[config.mk]
export PLATFORM = sky130hd
export DESIGN_NAME = btn_conditioner
export DESIGN_NICKNAME = d
export VERILOG_FILES = /design/src/rtl/btn_conditioner.sv
export SDC_FILE = /design/constraint.sdc
export NUM_CORES = 1
export LEC_CHECK = 0
export CAP_MARGIN = 0
export CORE_ASPECT_RATIO = 0.7
export CORE_MARGIN = 5
export CORE_UTILIZATION = 35
export DETAILED_ROUTE_END_ITERATION = 10
export HOLD_SLACK_MARGIN = 0.03
export PLACE_DENSITY = 0.47
export SLEW_MARGIN = 10
export SYNTH_ARGS = -nofsm -noshare
export SYNTH_HDL_FRONTEND = slang
export SYNTH_SLANG_ARGS = --single-unit
[constraint.sdc]
create_clock -name clk -period 2.65 [get_ports clk]
set_input_delay 0.6625 -clock clk [delete_from_list [all_inputs] [get_ports clk]]
set_output_delay 0.6625 -clock clk [all_outputs]
set_load 0.05 [all_outputs]
[src/rtl/btn_conditioner.sv]
// btn_conditioner: push-button front end for the TP1 ALU board.
// Each button lane has a two-flop synchroniser, a debounce FSM and a
// single-cycle press pulse. The lanes are independent.
// Optional feature: define BTN_AUTOREPEAT_EN for auto-repeat pulses while a
// button is held. Without it, each accepted press gives exactly one pulse.
module btn_conditioner #(
    parameter int NB_BTN          = 2,
    parameter int DEBOUNCE_CYCLES = 1_000_000,
    parameter int REPEAT_CYCLES   = 50_000_000,
    parameter int NB_CNT          = 26
) (
    input  logic              clk,
    input  logic              i_reset,
    input  logic [NB_BTN-1:0] i_btn,
    output logic [NB_BTN-1:0] o_pulse,
    output logic [NB_BTN-1:0] o_level
);

    typedef enum logic [1:0] {
        Released,
        PressChk,
        Pressed,
        ReleaseChk
    } lane_state_t;

    localparam logic [NB_CNT-1:0] DebLast = NB_CNT'(DEBOUNCE_CYCLES - 1);

`ifdef BTN_AUTOREPEAT_EN
    localparam logic [NB_CNT-1:0] RptLast = NB_CNT'(REPEAT_CYCLES - 1);
`else
    // The repeat period only matters when auto-repeat is built in.
    logic unused_repeat_cycles;
    assign unused_repeat_cycles = ^(NB_CNT'(REPEAT_CYCLES));
`endif

    logic [NB_BTN-1:0] sync_meta;
    logic [NB_BTN-1:0] sync;

    // Two-flop synchroniser. The FSMs look only at the second stage.
    always_ff @(posedge clk or negedge i_reset) begin
        if (!i_reset) begin
            sync_meta <= '0;
            sync      <= '0;
        end else begin
            sync_meta <= i_btn;
            sync      <= sync_meta;
        end
    end

    for (genvar g = 0; g < NB_BTN; g++) begin : g_lane
        lane_state_t       state;
        logic [NB_CNT-1:0] cnt;
        logic              pulse;
        logic              level;
`ifdef BTN_AUTOREPEAT_EN
        logic [NB_CNT-1:0] rpt_cnt;
`endif

        // Debounce FSM. State, counters and both outputs update together.
        always_ff @(posedge clk or negedge i_reset) begin
            if (!i_reset) begin
                state <= Released;
                cnt   <= '0;
                pulse <= 1'b0;
                level <= 1'b0;
`ifdef BTN_AUTOREPEAT_EN
                rpt_cnt <= '0;
`endif
            end else begin
                pulse <= 1'b0;
                case (state)
                    Released: begin
                        if (sync[g]) begin
                            state <= PressChk;
                            cnt   <= '0;
                        end
                    end
                    PressChk: begin
                        if (!sync[g]) begin
                            // Bounce: drop the check and start over.
                            state <= Released;
                            cnt   <= '0;
                        end else if (cnt == DebLast) begin
                            state <= Pressed;
                            cnt   <= '0;
                            pulse <= 1'b1;
                            level <= 1'b1;
`ifdef BTN_AUTOREPEAT_EN
                            rpt_cnt <= '0;
`endif
                        end else begin
                            cnt <= cnt + 1'b1;
                        end
                    end
                    Pressed: begin
                        if (!sync[g]) begin
                            state <= ReleaseChk;
                            cnt   <= '0;
                        end
`ifdef BTN_AUTOREPEAT_EN
                        else if (rpt_cnt == RptLast) begin
                            rpt_cnt <= '0;
                            pulse   <= 1'b1;
                        end else begin
                            rpt_cnt <= rpt_cnt + 1'b1;
                        end
`endif
                    end
                    ReleaseChk: begin
                        if (sync[g]) begin
                            // Release glitch. The repeat count stays frozen
                            // across it, and no new pulse is produced.
                            state <= Pressed;
                            cnt   <= '0;
                        end else if (cnt == DebLast) begin
                            state <= Released;
                            cnt   <= '0;
                            level <= 1'b0;
`ifdef BTN_AUTOREPEAT_EN
                            rpt_cnt <= '0;
`endif
                        end else begin
                            cnt <= cnt + 1'b1;
                        end
                    end
                    default: begin
                        state <= Released;
                        cnt   <= '0;
                        level <= 1'b0;
                    end
                endcase
            end
        end

        assign o_pulse[g] = pulse;
        assign o_level[g] = level;
    end

endmodule
==> summary.log, run 1 <==
[status] result of the run finished clean
[timing] total count of max-transition violations in the final report 0
[min_path] type of the tightest min-delay check in -> async
[synthesis] Post-Synthesis Cell Area 3470 sq um
[floorplan] initial standard-cell utilization of the core 35.8%
[detailed_routing] drt first pass iters 7
[layout] share of cells above drive strength 1 9.30%
[power_and_ir_drop] net switching share of the total power 26.1%
[synthesis] Yosys Warn Count 0
[layout] Diodes inserted 0
[synthesis] Synth Register Bits 64
[placement] GP Congestion 0.750
[setup_path] r2r startpoint g_lane[1].cnt[21]$_DFFE_PN0P_
[synthesis] proportion of register bits with asynchronous set or reset after synthesis 100%
[synthesis] sequential element share of the synthesized area 46.2%
[setup_path] Arr. time, crit path 2.49 ns
[detailed_routing] number of nets with antenna violations after routing 0
[power_and_ir_drop] power density over the cells 617 nW/um^2
[placement] count of port buffers added during placement 7
[floorplan] FP Rows 30
[global_route] total global routing overflow 0
[power_and_ir_drop] clock network fraction of design power 45.3%
[job] Max Cap Violations 0
[timing] setup TNS 0 ns
[global_route] overall fraction of global-route tracks in use 15.3%
[global_route] maximum number of pins on one net before global-route repair 65
[global_route] antenna violations before repair 0
[timing] maximum operating frequency 438 MHz
[timing] final-layout worst hold slack 0.345 ns
[clock_tree] TritonCTS clock tree yes
[setup_path] R2R Path End g_lane[1].cnt[11]$_DFFE_PN0P_
[clock_tree] Clock Path Buffers 2
[power_and_ir_drop] overall power after layout 0.00244 W
[layout] Layout Area Growth over Synthesis 14.1%
[placement] Detail Placement HPWL 5.66 mm
[clock_tree] CTS H-tree depth 3
[synthesis] Post-synth top flop sky130_fd_sc_hd__dfrtp_1
[timing] number of hold-slack violations in the final timing report 0
[setup_path] Worst Setup End Kind register
[timing] headroom to the max-slew limit 57.4%
[global_route] wire length of the first global-routing pass 14.4 mm
[detailed_routing] number of vias per cell after detailed routing 5.66
[power_and_ir_drop] share of power burned in combinational logic 11.7%
[floorplan] Die Span Y 93.3 um
[clock_tree] buffers inserted by post-CTS timing repair 0
[detailed_routing] routed via count 2913
[timing] Worst-Margin Slew 0.639 ns
[detailed_routing] drt initial violations 253
[power_and_ir_drop] LEAKAGE 1.65 nW
[synthesis] number of enable-type register cells in the synthesized netlist 0
[clock_tree] clock network latency to the later pin of the worst-skew pair 0.33 ns
[timing] shortest period the worst path allows 2.28 ns
[clock_tree] CTS Buf Count 9
[floorplan] Die X-Extent 129 um
[setup_path] Crit Path Category reg -> reg
[power_and_ir_drop] internal power component 0.00180 W
[clock_tree] # hold bufs at CTS 0
[setup_path] FF-to-FF setup slack 0.37 ns
[power_and_ir_drop] portion of total power attributed to sequential cells 43.0%
[floorplan] DIE AREA 12000 sq um
[clock_tree] clock sink total 64
[synthesis] average instance area after synthesis 9.30 sq um
[floorplan] number of top-level design ports 8
[detailed_routing] sum of routed wire length over all layers 8.49 mm
[clock_tree] post-cts repair resize count 0
[timing] final clock period utilization by the worst path 86.1%
[power_and_ir_drop] net switching component of the power 0.000638 W
[detailed_routing] mean routed wirelength per cell 16.5 um
[timing] setup repair after global routing missed its margin false
[timing] Layout Skew 0.00620 ns
[floorplan] core area 9680 sq um
[setup_path] critical-path maximum fanout 41
[setup_path] category of the worst setup path launch point register
[layout] Nets 390
[global_route] number of global-route vias before repair 2657
[clock_tree] Root Driver sky130_fd_sc_hd__clkbuf_16
[setup_path] critical path data required time 2.86 ns
[timing] setup violators final 0
[synthesis] number of distinct standard cells referenced by the synthesized netlist 50
[synthesis] synthesized netlist net count 379
[synthesis] number of cells produced by synthesis 373
[power_and_ir_drop] peak supply drop 0.333 mV
[clock_tree] clock slew at the register clock pins of the worst setup and hold paths 0.05 ns
[layout] highest-count cells in the layout ignoring fill and taps sky130_fd_sc_hd__dfrtp_1, sky130_fd_sc_hd__nand2_1, sky130_fd_sc_hd__a31oi_1
[setup_path] Register-to-Register Path Depth 6
[detailed_routing] post-route DRC violation count 0
[layout] most frequent standard cell in the layout excluding fill and tap cells sky130_fd_sc_hd__dfrtp_1
==> cell families after synthesis <==
logic type               count (synthesis)  synth area share [%]
XOR/XNOR                                 7                  1.77
AND/OR/NAND/NOR                        160                  25.5
adder cells (fa/ha/maj)                  2                 0.722
flip-flops                              64                  46.2
multiplexers                             6                  1.77
AO/OA/AOI/OAI                          107                  19.8
buffers and inverters                   27                  4.29
==> area by class of cell <==
cell class	count	area [sq um]
Fill cell	977	5730
Multi-Input combinational cell	282	1720
Sequential cell	64	1600
Clock buffer	14	274
Timing Repair Buffer	21	183
Tap cell	128	160
Inverter	6	22.5
==> metal layers <==
layer  vias to the layer above  share of wire [%]  GRT usage (%)
met2                        65                 38           18.4
met5                         -                  0              0
met4                         0                1.3           4.72
li1                       1436                  -              -
met3                        10                5.1           4.28
met1                      1402                 55           25.2
==> state kept, by name (all words and copies together) (netlist names), named ones only <==
signal        flops
g_lane.state      2
g_lane.cnt       52
sync              2
sync_meta         2
g_lane.level      2
g_lane.pulse      2
==> power groups by stage <==
stage | clock (W) | sequential (W) | combinational [W]
2_1_floorplan | 0 | 0.00106 | 0.000194
3_3_place_gp | 0 | 0.00106 | 0.000285
3_5_place_dp | 0 | 0.00106 | 0.000288
4_1_cts | 0.00114 | 0.00105 | 0.000290
5_1_grt | 0.00118 | 0.00106 | 0.000321
6_report | 0.00111 | 0.00105 | 0.000285
==> cell usage after synthesis (2+ instances only) <==
| cell type | n | area [sq um] |
|---|---|---|
| sky130_fd_sc_hd__o21ai_0 | 18 | 90.1 |
| sky130_fd_sc_hd__buf_2 | 2 | 10.0 |
| sky130_fd_sc_hd__or2b_1 | 2 | 15.0 |
| sky130_fd_sc_hd__and4_1 | 5 | 43.8 |
| sky130_fd_sc_hd__a41oi_1 | 5 | 43.8 |
| sky130_fd_sc_hd__or4_1 | 3 | 22.5 |
| sky130_fd_sc_hd__nand2b_1 | 5 | 31.3 |
| sky130_fd_sc_hd__nand3_1 | 25 | 125 |
| sky130_fd_sc_hd__dfrtp_1 | 64 | 1600 |
| sky130_fd_sc_hd__and2_1 | 7 | 43.8 |
| sky130_fd_sc_hd__or2_2 | 2 | 12.5 |
| sky130_fd_sc_hd__mux2i_1 | 5 | 50.1 |
| sky130_fd_sc_hd__inv_1 | 6 | 22.5 |
| sky130_fd_sc_hd__nor3_1 | 12 | 60.1 |
| sky130_fd_sc_hd__ha_1 | 2 | 25.0 |
| sky130_fd_sc_hd__a31oi_1 | 32 | 200 |
| sky130_fd_sc_hd__buf_6 | 4 | 45.0 |
| sky130_fd_sc_hd__buf_4 | 4 | 30.0 |
| sky130_fd_sc_hd__xnor2_1 | 2 | 17.5 |
| sky130_fd_sc_hd__a21oi_1 | 23 | 115 |
| sky130_fd_sc_hd__nor2_1 | 15 | 56.3 |
| sky130_fd_sc_hd__or3_1 | 2 | 12.5 |
| sky130_fd_sc_hd__a22o_1 | 8 | 70.1 |
| sky130_fd_sc_hd__xor2_1 | 5 | 43.8 |
| sky130_fd_sc_hd__nor2b_1 | 2 | 12.5 |
| sky130_fd_sc_hd__nand4_1 | 14 | 87.6 |
| sky130_fd_sc_hd__nor4_4 | 2 | 42.5 |
| sky130_fd_sc_hd__nor4_1 | 7 | 43.8 |
| sky130_fd_sc_hd__clkbuf_1 | 11 | 41.3 |
| sky130_fd_sc_hd__a21o_1 | 10 | 75.1 |
| sky130_fd_sc_hd__and3_1 | 7 | 43.8 |
| sky130_fd_sc_hd__nand2_1 | 44 | 165 |
==> how the worst max path moves through the flow <==
stage | cells after the start | slack (ns) | endpoint | startpoint
after CTS | 6 | 0.38 | g_lane[1].cnt[11]$_DFFE_PN0P_ | g_lane[1].cnt[21]$_DFFE_PN0P_
after floorplan | 7 | 0.63 | g_lane[1].cnt[13]$_DFFE_PN0P_ | g_lane[1].cnt[10]$_DFFE_PN0P_
final | 6 | 0.37 | g_lane[1].cnt[11]$_DFFE_PN0P_ | g_lane[1].cnt[21]$_DFFE_PN0P_
after global routing | 7 | 0.21 | g_lane[1].cnt[11]$_DFFE_PN0P_ | g_lane[1].cnt[0]$_DFFE_PN0P_
after global placement | 6 | 0.45 | g_lane[1].cnt[11]$_DFFE_PN0P_ | g_lane[1].cnt[21]$_DFFE_PN0P_
after detailed placement | 6 | 0.39 | g_lane[1].cnt[11]$_DFFE_PN0P_ | g_lane[1].cnt[21]$_DFFE_PN0P_
==> metrics by stage <==
step	instances	area, sq um	utilization (%)	setup WS, ns
2_1_floorplan	373	3470	-	0.626
3_3_place_gp	501	3680	38.0	0.451
3_5_place_dp	501	3680	38.0	0.389
4_1_cts	515	3960	40.9	0.379
5_1_grt	515	3960	40.9	0.206
6_report	515	3960	40.9	0.369
==> critical path, cell delays in order, from the launching register on <==
cell,delay (ns)
sky130_fd_sc_hd__dfrtp_1,0.45
sky130_fd_sc_hd__or4_1,0.60
sky130_fd_sc_hd__nor4_4,0.34
sky130_fd_sc_hd__a21oi_2,0.08
sky130_fd_sc_hd__buf_4,0.27
sky130_fd_sc_hd__a21o_1,0.20
sky130_fd_sc_hd__a22o_1,0.21
(Power assumes the default switching activity.)
==> inputs of run 2 (changes only) <==
Settings changed: CORE_ASPECT_RATIO 0.7 to default, CORE_UTILIZATION 35 to 55, PLACE_DENSITY 0.47 to 0.69.
==> run 2 against run 1 <==
  * Sequential share of layout area rose by 1.9 points
  * Clock skew rose by 0.0043 ns
  * Clock power fell by 26%
  * Setup slack got worse by 0.081 ns
  * Non-clock buffer count fell by 5
  * Die area fell by 34%
  * Combinational power decreased by 4%
  * Worst hold slack lost 0.068 ns
  * Power shrank 12%
  * Fmax down 3.4%
  * Wire length is 15% lower
==> summary.log, run 2 (synthesis results as in run 1) <==
[status] result of the run finished clean
[timing] Worst-Margin Slew 0.831 ns
[power_and_ir_drop] share of power burned in combinational logic 12.8%
[detailed_routing] detailed-routed wire length on met2 3.49 mm
[floorplan] Die X-Extent 89.4 um
[detailed_routing] mean routed wirelength per cell 15.7 um
[floorplan] FP Rows 29
[timing] setup TNS 0 ns
[clock_tree] Root Driver sky130_fd_sc_hd__clkbuf_8
[layout] final cell count without fillers 461
[layout] Top reg by flops g_lane.cnt
[placement] GP Congestion 0.818
[setup_path] Worst Setup End Kind register
[global_route] total global routing overflow 0
[timing] Layout Skew 0.0105 ns
[power_and_ir_drop] power density over the cells 567 nW/um^2
[clock_tree] # hold bufs at CTS 0
[timing] maximum operating frequency 423 MHz
[layout] highest-count cells in the layout ignoring fill and taps sky130_fd_sc_hd__dfrtp_1, sky130_fd_sc_hd__nand2_1, sky130_fd_sc_hd__a31oi_1
[setup_path] r2r startpoint g_lane[1].cnt[21]$_DFFE_PN0P_
[global_route] antenna violations before repair 0
[power_and_ir_drop] peak supply drop 0.532 mV
[floorplan] number of top-level design ports 8
[detailed_routing] met3 wirelength from detailed routing 325 um
[detailed_routing] routed metal-1 wire length 3.26 mm
[layout] Diodes inserted 0
[clock_tree] clock network latency to the later pin of the worst-skew pair 0.34 ns
[layout] Layout Area Growth over Synthesis 8.95%
[timing] shortest period the worst path allows 2.36 ns
[power_and_ir_drop] portion of total power attributed to sequential cells 48.8%
[power_and_ir_drop] net switching share of the total power 28.4%
[clock_tree] clock slew at the register clock pins of the worst setup and hold paths 0.07 ns
[power_and_ir_drop] LEAKAGE 1.58 nW
[layout] Util after Layout 60.5%
[detailed_routing] routed via count 2855
[placement] count of port buffers added during placement 7
[floorplan] DIE AREA 7990 sq um
[floorplan] core area 6240 sq um
[detailed_routing] number of nets with antenna violations after routing 0
[timing] final setup slack of the worst path 0.288 ns
[timing] setup repair after global routing missed its margin false
[clock_tree] CTS H-tree depth 3
[detailed_routing] highest metal layer used by the detailed router met4
[setup_path] R2R Path End g_lane[1].cnt[20]$_DFFE_PN0P_
[placement] placed cell count 445
[layout] Nets 385
[placement] Detail Placement HPWL 4.95 mm
[detailed_routing] post-route DRC violation count 0
[clock_tree] clock sink total 64
[setup_path] Crit Path Category reg -> reg
[timing] final clock period utilization by the worst path 89.1%
[clock_tree] Clock Path Buffers 2
[detailed_routing] number of vias per cell after detailed routing 6.19
[global_route] number of global-route vias before repair 2771
[min_path] type of the tightest min-delay check in -> async
[setup_path] FF-to-FF setup slack 0.29 ns
[clock_tree] TritonCTS clock tree yes
[clock_tree] buffers inserted by post-CTS timing repair 0
[setup_path] critical-path maximum fanout 27
[power_and_ir_drop] net switching component of the power 0.000607 W
[floorplan] initial standard-cell utilization of the core 55.6%
[setup_path] Register-to-Register Path Depth 6
[timing] setup violators final 0
[placement] minimum setup slack after placement 0.329 ns
[global_route] wire length of the first global-routing pass 12.6 mm
[layout] max reg flops 52
[global_route] overall fraction of global-route tracks in use 20.4%
[setup_path] category of the worst setup path launch point register
[timing] headroom to the max-slew limit 44.4%
[layout] share of cells above drive strength 1 9.11%
[power_and_ir_drop] internal power component 0.00153 W
[timing] total count of max-transition violations in the final report 0
[setup_path] critical path data required time 2.85 ns
[timing] number of hold-slack violations in the final timing report 0
[global_route] maximum number of pins on one net before global-route repair 45
[clock_tree] post-cts repair resize count 0
[layout] most frequent standard cell in the layout excluding fill and tap cells sky130_fd_sc_hd__dfrtp_1
[power_and_ir_drop] clock network fraction of design power 38.4%
[job] Max Cap Violations 0
[detailed_routing] drt initial violations 156
[setup_path] Arr. time, crit path 2.57 ns
[floorplan] Die Span Y 89.4 um
[detailed_routing] sum of routed wire length over all layers 7.23 mm
[detailed_routing] drt first pass iters 4
[clock_tree] CTS Buf Count 9
-- run 2: cell types whose count changed in the layout (fill, tap and decap cells not counted) --
cell,previous run,this run
sky130_fd_sc_hd__clkbuf_1,2,0
sky130_fd_sc_hd__clkinv_2,0,2
sky130_fd_sc_hd__inv_6,0,1
sky130_fd_sc_hd__clkbuf_8,3,9
sky130_fd_sc_hd__clkbuf_16,9,0
sky130_fd_sc_hd__clkinvlp_4,0,3
sky130_fd_sc_hd__bufinv_16,0,1
sky130_fd_sc_hd__buf_4,13,8
-- run 2: metrics by stage --
| step | power [W] | hold WS (ns) | cell area [sq um] |
|---|---|---|---|
| finish | 0.00214 | 0.277 | 3780 |
| global route | 0.00224 | 0.309 | 3780 |
| CTS | 0.00216 | 0.290 | 3780 |
| detailed placement | 0.00134 | 0.339 | 3580 |
| global placement | 0.00133 | 0.339 | 3580 |
| floorplan | 0.00125 | 0.331 | 3470 |
-- run 2: worst max-delay path by stage --
| stage | depth (start not counted) | to | startpoint | slack (ns) |
|---|---|---|---|---|
| after floorplan | 7 | g_lane[1].cnt[13]$_DFFE_PN0P_ | g_lane[1].cnt[10]$_DFFE_PN0P_ | 0.63 |
| after global placement | 6 | g_lane[1].cnt[8]$_DFFE_PN0P_ | g_lane[1].cnt[21]$_DFFE_PN0P_ | 0.38 |
| after detailed placement | 6 | g_lane[1].cnt[20]$_DFFE_PN0P_ | g_lane[1].cnt[15]$_DFFE_PN0P_ | 0.33 |
| after CTS | 6 | g_lane[1].cnt[20]$_DFFE_PN0P_ | g_lane[1].cnt[15]$_DFFE_PN0P_ | 0.32 |
| after global routing | 6 | g_lane[1].cnt[20]$_DFFE_PN0P_ | g_lane[1].cnt[21]$_DFFE_PN0P_ | 0.15 |
| final | 6 | g_lane[1].cnt[20]$_DFFE_PN0P_ | g_lane[1].cnt[21]$_DFFE_PN0P_ | 0.29 |
-- run 2: final cells by class --
type,count,area [sq um]
multi-input combinational,282,1720
timing repair buffer,16,145
inverter,6,22.5
clock buffer,9,124
tap,77,96.3
clock inverter,7,71.3
fill,539,2460
sequential,64,1600
-- run 2: layer usage --
metal  global-route usage, %  vias to the layer above
met4                    6.63                        0
li1                        -                     1417
met1                    24.5                     1360
met2                    34.6                       63
met5                       0                        -
met3                    6.36                       15
-- run 2: power groups by stage --
stage / combinational [W] / sequential [W] / clock [W]
floorplan: 0.000194 / 0.00106 / 0
global placement: 0.000271 / 0.00106 / 0
detailed placement: 0.000273 / 0.00106 / 0
CTS: 0.000275 / 0.00104 / 0.000843
global route: 0.000303 / 0.00105 / 0.000887
finish: 0.000274 / 0.00105 / 0.000822
-- run 2: worst max-delay path, stage by stage (launching register included) --
cell and delay, ns:
sky130_fd_sc_hd__dfrtp_1 0.45, sky130_fd_sc_hd__or4_1 0.60, sky130_fd_sc_hd__nor4_4 0.35, sky130_fd_sc_hd__a21oi_2 0.25, sky130_fd_sc_hd__buf_4 0.29, sky130_fd_sc_hd__a41oi_1 0.22, sky130_fd_sc_hd__a31oi_1 0.06
==> inputs of run 3 (changes only) <==
Settings changed: HOLD_SLACK_MARGIN 0.03 to 0.06.
==> results of run 3 <==
No change in the layout: final DEF, timing and power equal those of run 2.
